[src/rtl/lcd_write_number.sv]
// lcd_write_number: HD44780 4-bit LCD driver that runs power-on init and configuration,
// then shows each accepted 32-bit value as 8 uppercase hex characters at line 1, column 0.
module lcd_write_number #(
  parameter int T_POWERUP    = 750000,
  parameter int T_4100US     = 205000,
  parameter int T_100US      = 5000,
  parameter int T_40US       = 2000,
  parameter int T_1640US     = 82000,
  parameter int T_E_HIGH     = 12,
  parameter int T_NIBBLE_GAP = 50
) (
  input  logic        CLK_50MHZ,
  input  logic        RST_N,
  input  logic [31:0] if_data,
  input  logic        if_write,
  output logic        if_ready,
  output logic        LCD_E,
  output logic        LCD_RS,
  output logic        LCD_RW,
  output logic [3:0]  LCD_D
);
  typedef enum logic [2:0] {S_POWER, S_SETUP, S_PULSE, S_WAIT, S_IDLE} state_t;
  // Init/config nibbles, step 0 in the low nibble: 3,3,3,2 then 0x28,0x06,0x0C,0x01
  localparam logic [47:0] INIT_NIB = 48'h10C0_6082_2333;
  state_t      state_q, state_d;
  logic [19:0] cnt_q, cnt_d, wait_c;
  logic [4:0]  step_q, step_d;
  logic [3:0]  idx, nib, nib_c, d_q, d_d;
  logic [7:0]  ascii;
  logic [31:0] data_q, data_d;
  logic        xfer_q, xfer_d, e_q, e_d, rs_q, rs_d, rdy_q, rdy_d, rs_c, last_c;

  assign if_ready = rdy_q;
  assign LCD_E    = e_q;
  assign LCD_RS   = rs_q;
  assign LCD_D    = d_q;
  assign LCD_RW   = 1'b0;

  // Transfer steps: 0,1 carry the 0x80 address command; steps 2..17 are hex chars, MS nibble first
  always_comb begin
    idx    = step_q[3:0] - 4'd2;
    nib    = data_q[{~idx[3:1], 2'b00} +: 4];
    ascii  = (nib < 4'd10) ? {4'h3, nib} : {4'h4, nib - 4'd9};
    rs_c   = xfer_q & (step_q > 5'd1);
    nib_c  = !xfer_q ? INIT_NIB[{step_q[3:0], 2'b00} +: 4] :
             step_q == 5'd0 ? 4'h8 : step_q == 5'd1 ? 4'h0 :
             idx[0] ? ascii[3:0] : ascii[7:4];
    wait_c = (!xfer_q && step_q == 5'd0)  ? 20'(T_4100US) :
             (!xfer_q && step_q == 5'd1)  ? 20'(T_100US) :
             (!xfer_q && step_q == 5'd11) ? 20'(T_40US + T_1640US) :
             ((!xfer_q && step_q < 5'd4) || step_q[0]) ? 20'(T_40US) : 20'(T_NIBBLE_GAP);
    last_c = step_q == (xfer_q ? 5'd17 : 5'd11);
  end

  always_comb begin
    state_d = state_q;
    cnt_d   = cnt_q + 20'd1;
    step_d  = step_q;
    xfer_d  = xfer_q;
    e_d     = e_q;
    rs_d    = rs_q;
    d_d     = d_q;
    rdy_d   = rdy_q;
    data_d  = data_q;
    case (state_q)
      S_POWER: if (cnt_q == 20'(T_POWERUP - 1)) begin
        state_d = S_SETUP;
        cnt_d   = '0;
      end
      S_SETUP: begin
        if (cnt_q == 20'd0) begin
          rs_d = rs_c;
          d_d  = nib_c;
        end
        if (cnt_q == 20'd2) begin
          state_d = S_PULSE;
          cnt_d   = '0;
          e_d     = 1'b1;
        end
      end
      S_PULSE: if (cnt_q == 20'(T_E_HIGH - 1)) begin
        state_d = S_WAIT;
        cnt_d   = '0;
        e_d     = 1'b0;
      end
      S_WAIT: if (cnt_q == wait_c - 20'd1) begin
        cnt_d   = '0;
        step_d  = last_c ? 5'd0 : step_q + 5'd1;
        state_d = last_c ? S_IDLE : S_SETUP;
        rdy_d   = last_c;
      end
      S_IDLE: begin
        cnt_d = '0;
        if (if_write) begin
          state_d = S_SETUP;
          data_d  = if_data;
          xfer_d  = 1'b1;
          rdy_d   = 1'b0;
        end
      end
      default: state_d = S_POWER;
    endcase
  end

  always_ff @(posedge CLK_50MHZ or negedge RST_N) begin
    if (!RST_N) begin
      state_q <= S_POWER;
      cnt_q   <= '0;
      step_q  <= '0;
      xfer_q  <= 1'b0;
      e_q     <= 1'b0;
      rs_q    <= 1'b0;
      d_q     <= '0;
      rdy_q   <= 1'b0;
      data_q  <= '0;
    end else begin
      state_q <= state_d;
      cnt_q   <= cnt_d;
      step_q  <= step_d;
      xfer_q  <= xfer_d;
      e_q     <= e_d;
      rs_q    <= rs_d;
      d_q     <= d_d;
      rdy_q   <= rdy_d;
      data_q  <= data_d;
    end
  end
endmodule

[config.mk]
export PLATFORM = sky130hd
export DESIGN_NAME = lcd_write_number
export DESIGN_NICKNAME = d
export VERILOG_FILES = /design/src/rtl/lcd_write_number.sv
export SDC_FILE = /design/constraint.sdc
export NUM_CORES = 1
export LEC_CHECK = 0
export BUFFER_PORTS_ARGS = -buffer_cell sky130_fd_sc_hd__buf_2
export CAP_MARGIN = 0
export CORE_ASPECT_RATIO = 1.2
export CORE_UTILIZATION = 59
export DETAILED_ROUTE_END_ITERATION = 16
export GPL_TIMING_DRIVEN = 0
export PLACE_DENSITY = 0.8
export SYNTH_ARGS = -nofsm -noshare
export SYNTH_HDL_FRONTEND = slang
export SYNTH_SLANG_ARGS = --single-unit
[constraint.sdc]
create_clock -name CLK_50MHZ -period 4 [get_ports CLK_50MHZ]
set_input_delay 0.8 -clock CLK_50MHZ [delete_from_list [all_inputs] [get_ports CLK_50MHZ]]
set_output_delay 0.8 -clock CLK_50MHZ [all_outputs]
set_load 0.03 [all_outputs]
Yosys cells after proc, flatten, opt, wreduce, memory -nomap -nowiden
Index checks and enable logic that the tools add are counted.
- $add $sub $neg: 5
- $mul: 0
- divide/modulo/power cells: 0
- order comparisons: 3
- equal/unequal tests: 16
- shift operators: 2
- muxes and demuxes: 29
- bitwise operators: 2
- reduce and logical (&&, ||, !) cells: 17
- operators by type and width (cell ; count):
    $pmux 20 s5 ; 1
    $mux 20 ; 4
    $shiftx 48x7->4 const A ; 1
    $mux 17 ; 2
    $shiftx 32x6->4 ; 1
    $add 20x1->20 const B ; 1
    $eq 20x2->1 const B ; 1
    $eq 20x20->1 ; 1
    $eq 20x20->1 const B ; 1
    $eq 20x4->1 const B ; 1
    $logic_not 20->1 ; 1
    $sub 18x1->19 const B ; 1
    $mux 18 ; 1
    $mux 3 ; 6
    $mux 4 ; 4
    $pmux 3 s5 ; 1
    $mux 11 ; 1
    $mux 5 ; 2
    $ne 2x2->1 const B ; 5
    $mux 7 ; 1
    $eq 3x2->1 const B ; 2
    $reduce_and 2->1 ; 3
    $reduce_and 3->1 ; 2
    $add 5x1->5 const B ; 1
    other kinds (21) ; 29
- flip-flop bits (word level): 68
- latch bits: 0
- bits in writable memories: 0
- bits in read-only memories: 0
- output and inout bits: 8
- memories kept: 0

Longest topological paths before layout
Gate-level depths: netlist of run 1.
- word-level depth: 11
- mapped depth: 14
- depth with buffers taken out: 12

Worst setup path after synthesis of run 1
OpenSTA, ideal clock, no wires.
- kind: reg-to-reg
- start point: register step_q[0]
- end point: register cnt_q[11]
- library setup time: 0.119 ns
- data arrival time: 3.087 ns
- data required time: 3.881 ns
- path slack: 0.794 ns
- cell stages (with the launch flop): 15
- buffers on the path: 2
- clock period less this slack: 3.206 ns
- cell sequence: dfrtp_1 -> clkbuf_1 -> inv_1 -> ha_1 -> mux2_2 -> a211oi_1 -> inv_1 -> ha_1 -> xor2_1 -> and3_1 -> o2111ai_1 -> nand4bb_4 -> a21oi_2 -> buf_6 -> nor2_1
- longest elaborated chain between the ends: 11
- RTL lines (item ; line ; text):
    start, declared ; 27 ; logic [4:0] step_q, step_d;
    start signal, assigned ; 119 ; step_q <= step_d;
    $lt 5x3->1 ; 51 ; ((!xfer_q && step_q < 5'd4) || step_q[0]) ? 20'(T_40US) : 20'(T_NIBBLE_GAP);
    $logic_and 1x1->1 ; 51 ;
    $logic_or 1x1->1 ; 51 ;
    $mux 11 ; 51 ;
    $mux 17 ; 50 ; (!xfer_q && step_q == 5'd11) ? 20'(T_40US + T_1640US) :
    $mux 17 ; 49 ; (!xfer_q && step_q == 5'd1) ? 20'(T_100US) :
    $mux 18 (*) ; 48 ; wait_c = (!xfer_q && step_q == 5'd0) ? 20'(T_4100US) :
    $sub 18x1->19 (*) ; 86 ; S_WAIT: if (cnt_q == wait_c - 20'd1) begin
    $eq 20x20->1 (*) ; 86 ;
    $mux 20 (*) ; 86 ;
    $pmux 20 s5 (*) ; 65 ; case (state_q)
    net cnt_d[11] ; 26 ; logic [19:0] cnt_q, cnt_d, wait_c;
    end signal, assigned ; 118 ; cnt_q <= cnt_d;
    end, declared ; 26 ;
Mark *: on every way through the listed nets, which the timed path passes. The rest lies on a longest branch.
A chain may end at the register's enable or synchronous reset.

Final worst setup path of run 1
- start point: register step_q[2]
- end point: register d_q[2], in the netlist LCD_D[2]
- longest elaborated chain between the ends: 9
- RTL lines (item ; line ; text):
    $sub 4x2->4 ; 41 ; idx = step_q[3:0] - 4'd2;
    $not 3->3 ; 42 ; nib = data_q[{~idx[3:1], 2'b00} +: 4];
    $shiftx 32x6->4 ; 42 ;
    $sub 4x4->4 / $lt 4x4->1 (equally long branches) ; 43 ; ascii = (nib < 4'd10) ? {4'h3, nib} : {4'h4, nib - 4'd9};
    $mux 7 ; 43 ;
    $mux 4 ; 47 ; idx[0] ? ascii[3:0] : ascii[7:4];
    $mux 4 (2 in series) ; 46 ; step_q == 5'd0 ? 4'h8 : step_q == 5'd1 ? 4'h0 :
    $mux 4 (*) ; 45 ; nib_c = !xfer_q ? INIT_NIB[{step_q[3:0], 2'b00} +: 4] :
    end signal, assigned ; 113 ; d_q <= '0;
    end signal, assigned ; 123 ; d_q <= d_d;
    end, declared ; 28 ; logic [3:0] idx, nib, nib_c, d_q, d_d;
Mark *: on every way between the ends. The rest lies on a longest branch, timed or not.

==> reports/metrics.cfg, run 1 <==
[global_routing]
grt_pass1_wl_um = 14400
grt_max_degree = 69
grt_overflow = 0
grt_usage_pct = 26.2
grt_pass1_vias = 3109
grt_antenna_before_repair = 0

[clock_tree]
clk_latency_ps = 350
clock_sinks = 68
htree_levels = 3
cts_root_buf = clkbuf_8
clk_pin_slew_ps = 80
cts_inserted_buffers = 9
cts_tree = yes
cts_max_path_buffers = 2

[pwr]
p_leak_nw = 2.16
peakVddDrop_v = 0.000251
comb_power_share_pct = 2.4
p_int_mw = 1.02
clkPwrFrac_pct = 45.4
seqPwrFrac_pct = 52.2
powerDensity_nw_per_um2 = 290
p_switching_mw = 0.294
sw_frac_of_total_pct = 22.3

[final_layout]
stdcell_count = 529
post-route-cell-area_um2 = 4540
final_core_util_pct = 70.1
nets = 488
fillers = 514
area_growth_pct = 13.1
drive_gt1_share_pct = 27.5
antenna_cells = 0

[floorplanning]
die-area_um2 = 7150
core_area_um2 = 6490
pin_count = 43
fp.dieW_um = 77.3
num_rows = 32
die_h_um = 92.4
start_util_pct = 62.0

[timing]
fin_crit_sh_pct = 92.6
fin_skew_ps = 7.33
finalSetupViolCount = 0
tns_ps = 0
hold_ws_ps = 474
tightest_slew_ps = 838
final_max_slew_viol_count = 0
final-hold-violation-count = 0
fin_crit_ps = 3710
rsz0062_at_grt = false
maxSlewHeadroom_pct = 44.1
fmax_mhz = 270

[drt]
postRouteAntennaNets = 0
vias = 3091
wl_per_cell_um = 16.2
viasPerCell = 5.84
dr.pass1.iters = 4
drc = 0
drtIter0Drc = 250
wl_um = 8560

[synth]
synth_xor_area_share_pct = 5.67
synth_nets = 436
syn_avg_cell_area_um2 = 10.4
synthMuxAreaShare_pct = 16.1
netlist_instances = 387
synth_area_um2 = 4020
yosys.area.top_type_share_pct = 42.3
yosys-top-cells-area = dfrtp_1 42%, mux2_2 10%, mux4_2 4.5%, ha_1 4.4%, nor2_1 4.3%
synthMostInstantiatedCell = dfrtp_1
synth-compound-area-share_pct = 9.71
synth_adder_area_share_pct = 4.36
yosysTopAreaCell = dfrtp_1
synthTopCellsByCount = 68 x dfrtp_1, 46 x nor2_1, 36 x mux2_2
yosysUniqueCellTypes = 63
yosys_warnings = 0
ys_ff_latch = 68
ys_seq_area_share_pct = 42.3
synth_flop_cell = dfrtp_1
synth-simple-area-share_pct = 17.8
synth_top_family_by_area = simple AND/OR/NAND/NOR gates
synth_edf_count = 0
async_flop_share_pct = 100

[worst_setup_path]
end_kind = register
cpMostUsedCell = ha_1
r2r_end = LCD_D[2]
path_buf_inv = 3
cp_cell_sequence = clkbuf_1 > inv_1 > ha_1 > buf_1 > mux4_2 > mux2i_1 > ha_1 > o21ai_0 > a2111oi_0 > o22a_1
cp_data_required_time_ps = 4290
critPathTopFamily = buffers and inverters
r2r_setup_slack_ps = 290
startpoint_type = register
rr_worst_depth = 10
worstPathArrival_ps = 4000
critPathMaxStageDelay_ps = 610
worstSetupPathType = reg2reg
reg2reg_from = step_q[2]
worst-path-max-fanout = 10
slowest_stage = a2111oi_0

[place]
dp_hpwl_um = 6130
place_area_um2 = 4330
gp_routability_congestion = 0.855
port_buffers = 41
place_inst = 513

[run_status]
outcome = completed

[min_path]
hold_depth = 2
min_to = LCD_RS
hp-start = LCD_RS
hold_class = reg2reg

[flow_run]
cap_violations = 0

## worst register-to-register path: stages (launching register included)
cell	delay [ps]
dfrtp_1	480
clkbuf_1	380
inv_1	160
ha_1	310
buf_1	400
mux4_2	420
mux2i_1	330
ha_1	240
o21ai_0	90
a2111oi_0	610
o22a_1	230
## final cells by class
| cell class | count | area [um^2] | share of cell area (%) |
|---|---|---|---|
| plain buffers | 23 | 125 | 2.75 |
| clock buffers | 11 | 151 | 3.33 |
| clock inverters | 5 | 58.8 | 1.29 |
| inverters | 9 | 33.8 | 0.743 |
| multi-input cells | 287 | 2160 | 47.5 |
| flip-flops and latches | 68 | 1700 | 37.4 |
| well taps | 85 | 106 | 2.34 |
| repair buffers | 41 | 208 | 4.57 |
## per-stage QoR
step / power [mW] / setup WS (ps)
CTS: 1.32 / 196
floorplan: 0.703 / 794
global placement: 0.732 / 277
finish: 1.32 / 295
global route: 1.35 / 19.9
detailed placement: 0.733 / 229
## placed cells by master, fill, tap and decap left out, types with 9 or more instances in the layout
cell and count:
a21oi_1 10, buf_2 40, clkbuf_1 13, clkbuf_8 11
dfrtp_1 68, ha_1 14, inv_1 9, mux2_2 36
nand2_1 34, nand3_1 12, nor2_1 46, o21ai_0 10
xnor2_1 11, xor2_1 15
## worst max-delay path by stage
stage,startpoint,endpoint,slack (ps),cells after the start
2_1_floorplan,step_q[0],cnt_q[11],790,14
3_3_place_gp,step_q[0],cnt_q[16],280,14
3_5_place_dp,step_q[0],cnt_q[7],230,14
4_1_cts,step_q[0],cnt_q[7],200,14
5_1_grt,step_q[1],cnt_q[7],20,14
6_report,step_q[2],LCD_D[2],290,10
## flip-flops by register name (all words and copies together) (netlist names)
signal / cells
LCD_RS: 1
step_q: 5
LCD_D: 4
if_ready: 1
cnt_q: 20
state_q: 3
xfer_q: 1
data_q: 32
LCD_E: 1
## layer usage
layer / part of all wire, % / vias up / GRT usage (%) / wire [um]
li1: - / 1472 / - / -
met4: 2.1 / 0 / 11.8 / 182
met5: 0 / - / 0 / 0
met3: 3.9 / 14 / 3.65 / 337
met1: 43 / 1524 / 32.2 / 3670
met2: 51 / 81 / 45.8 / 4370
## repair_timing
item | 4_1_cts | 5_1_grt
endpoints found under the setup margin | 0 | 25
setup buffers | 0 | 0
hold buffers | 0 | 0
gates resized for setup | 0 | 2
## power by group through the flow
stage	Sequential, mW	Combinational [mW]	Clock, mW
after CTS	0.687	0.0329	0.603
after global routing	0.687	0.0362	0.631
after detailed placement	0.700	0.0324	0
after floorplan	0.701	0.00229	0
final	0.687	0.0319	0.597
after global placement	0.700	0.0314	0
## logic make-up after synthesis
kind of cell	count (synthesis)
compound gates	56
xor+xnor	26
fa+ha+maj	14
buf+inv	32
flops	68
mux	50
other cells	1
simple gates	140
No activity file was read; power rests on OpenSTA's default activity.
==> run 2: changes to the inputs <==
--- a/config.mk
+++ b/config.mk
@@ -11,7 +11,9 @@
 export CORE_UTILIZATION = 59
 export DETAILED_ROUTE_END_ITERATION = 16
 export GPL_TIMING_DRIVEN = 0
+export MAX_ROUTING_LAYER = met4
 export PLACE_DENSITY = 0.8
+export SLEW_MARGIN = 15
 export SYNTH_ARGS = -nofsm -noshare
 export SYNTH_HDL_FRONTEND = slang
 export SYNTH_SLANG_ARGS = --single-unit
==> constraint.sdc (replaced) <==
create_clock -name CLK_50MHZ -period 4 [get_ports CLK_50MHZ]
set_input_delay 0.4 -clock CLK_50MHZ [delete_from_list [all_inputs] [get_ports CLK_50MHZ]]
set_output_delay 0.4 -clock CLK_50MHZ [all_outputs]
set_load 0.03 [all_outputs]
==> run 2 against run 1 <==
Compared with the run above:
- combinational power is 9.7% higher
- via count shrank 0.55%
- non-clock buffer count rose by 2
- setup slack lost 32 ps
- critical endpoint unchanged
- die area unchanged
- clock power rose by 11%
- sequential share of layout area shrank 0.44 points
- global-route usage is 0.40 points higher
==> reports/metrics.cfg, run 2 (synthesis gave the netlist of run 1 again) <==
[run_status]
outcome = completed

[clock_tree]
clock_sinks = 68
htree_levels = 3
cts_tree = yes
cts_max_path_buffers = 2
cts_inserted_buffers = 9
clk_pin_slew_ps = 80
cts_root_buf = clkbuf_8
clk_latency_ps = 350

[final_layout]
nets = 490
drive_gt1_share_pct = 27.6
largest_reg_flops = 32
top_register = data_q
area_growth_pct = 14.4
reg.largest.list = data_q x32, cnt_q x20, step_q x5
antenna_cells = 0
final_cell_mix = 68 x dfrtp_1, 46 x nor2_1, 40 x buf_2
layout_commonest_cell = dfrtp_1
fillers = 502

[drt]
wl_per_cell_um = 15.9
drc = 0
viasPerCell = 5.79
dr.pass1.iters = 4
postRouteAntennaNets = 0
drtIter0Drc = 179
wl_um = 8430
vias = 3074

[worst_setup_path]
r2r_end = LCD_D[2]
worst-path-max-fanout = 10
endpoint = LCD_D[2]
startpoint_type = register
rr_worst_depth = 10
worstPathArrival_ps = 4030
r2r_setup_slack_ps = 260
crit_start = step_q[2]
reg2reg_from = step_q[2]
worstSetupPathType = reg2reg
cp_data_required_time_ps = 4290
end_kind = register

[floorplanning]
pin_count = 43
die-area_um2 = 7150
num_rows = 32
core_area_um2 = 6490
die_h_um = 92.4
start_util_pct = 62.0
fp.dieW_um = 77.3

[timing]
fmax_mhz = 268
rsz0062_at_grt = false
final_max_slew_viol_count = 0
fin_crit_ps = 3740
tightest_slew_ps = 673
finalSetupViolCount = 0
tns_ps = 0
fin_crit_sh_pct = 93.4
final-hold-violation-count = 0
maxSlewHeadroom_pct = 54.5
fin_skew_ps = 9.97
hold_ws_ps = 252

[pwr]
p_int_mw = 1.09
peakVddDrop_v = 0.000344
seqPwrFrac_pct = 49.7
clkPwrFrac_pct = 47.8
total_power_mw = 1.38
powerDensity_nw_per_um2 = 301
p_leak_nw = 2.19
p_switching_mw = 0.292
sw_frac_of_total_pct = 21.2
comb_power_share_pct = 2.5

[place]
gp_routability_congestion = 0.869
port_buffers = 41
dp_hpwl_um = 6250

[global_routing]
grt_pass1_vias = 3106
grt_overflow = 0
grt_max_degree = 38
grt_pass1_wl_um = 14200
grt_antenna_before_repair = 0
grt_usage_pct = 26.6

[min_path]
hold_class = in2reg

[flow_run]
cap_violations = 0

[run 2: cell types whose count changed in the layout (fill, tap and decap cells not counted), sizes merged]
cell         before  now
bufinv            1    2
buf              50   51
dlygate4sd3       0    1
clkinvlp          2    0
clkinv            1    2
[run 2: repair_timing]
| action | CTS | global route |
|---|---|---|
| hold buffers | 1 | 0 |
| buffers inserted | 0 | 0 |
| gates resized for setup | 0 | 2 |
| endpoints found under the setup margin | 0 | 25 |
| endpoints found under the hold margin | 29 | 0 |
[run 2: power by group through the flow]
stage | clock [mW] | combinational (mW) | sequential [mW]
2_1_floorplan | 0 | 0.00229 | 0.701
3_3_place_gp | 0 | 0.0314 | 0.700
3_5_place_dp | 0 | 0.0350 | 0.700
4_1_cts | 0.671 | 0.0360 | 0.687
5_1_grt | 0.696 | 0.0397 | 0.687
6_report | 0.660 | 0.0350 | 0.687
[run 2: worst min path at each step]
| stage | slack, ps | cells past startpoint | end | startpoint |
|---|---|---|---|---|
| after floorplan | 100 | 0 | LCD_D[0] | RST_N |
| after global placement | 460 | 2 | LCD_RS | LCD_RS |
| after detailed placement | 360 | 1 | cnt_q[18] | RST_N |
| after CTS | 240 | 2 | state_q[2] | if_write |
| after global routing | 260 | 2 | state_q[2] | if_write |
| final | 250 | 2 | state_q[2] | if_write |
[run 2: area by class of cell]
cell class	count	area [um^2]	share of cell area, %
well taps	85	106	2.31
multi-input cells	287	2160	47.0
flip-flops and latches	68	1700	37.0
repair buffers	43	238	5.17
clock buffers	11	151	3.29
inverters	9	33.8	0.735
clock inverters	5	82.6	1.80
plain buffers	23	125	2.72
[run 2: worst max-delay path, stage by stage, from the launching register on]
cell	delay, ps
dfrtp_1	480
clkbuf_1	410
inv_1	160
ha_1	310
buf_1	400
mux4_2	420
mux2i_1	310
ha_1	230
o21ai_0	90
a2111oi_0	620
o22a_1	240
[run 2: through the flow]
| stage | cells | area (um^2) | util, % | setup WS [ps] |
|---|---|---|---|---|
| global route | 531 | 4600 | 70.9 | 34.2 |
| detailed placement | 514 | 4350 | 67.1 | 240 |
| CTS | 531 | 4600 | 70.9 | 197 |
| finish | 531 | 4600 | 70.9 | 263 |
| global placement | 513 | 4330 | 66.8 | 277 |
| floorplan | 387 | 4020 | - | 794 |
[run 2: layer usage]
| metal | share of wire, % | track usage, % | up-vias | routed length [um] |
|---|---|---|---|---|
| li1 | - | - | 1475 | - |
| met1 | 43 | 31.4 | 1508 | 3630 |
| met2 | 52 | 45.2 | 72 | 4350 |
| met3 | 3.4 | 3.94 | 19 | 288 |
| met4 | 2.0 | 11.9 | 0 | 165 |
| met5 | 0 | - | - | 0 |
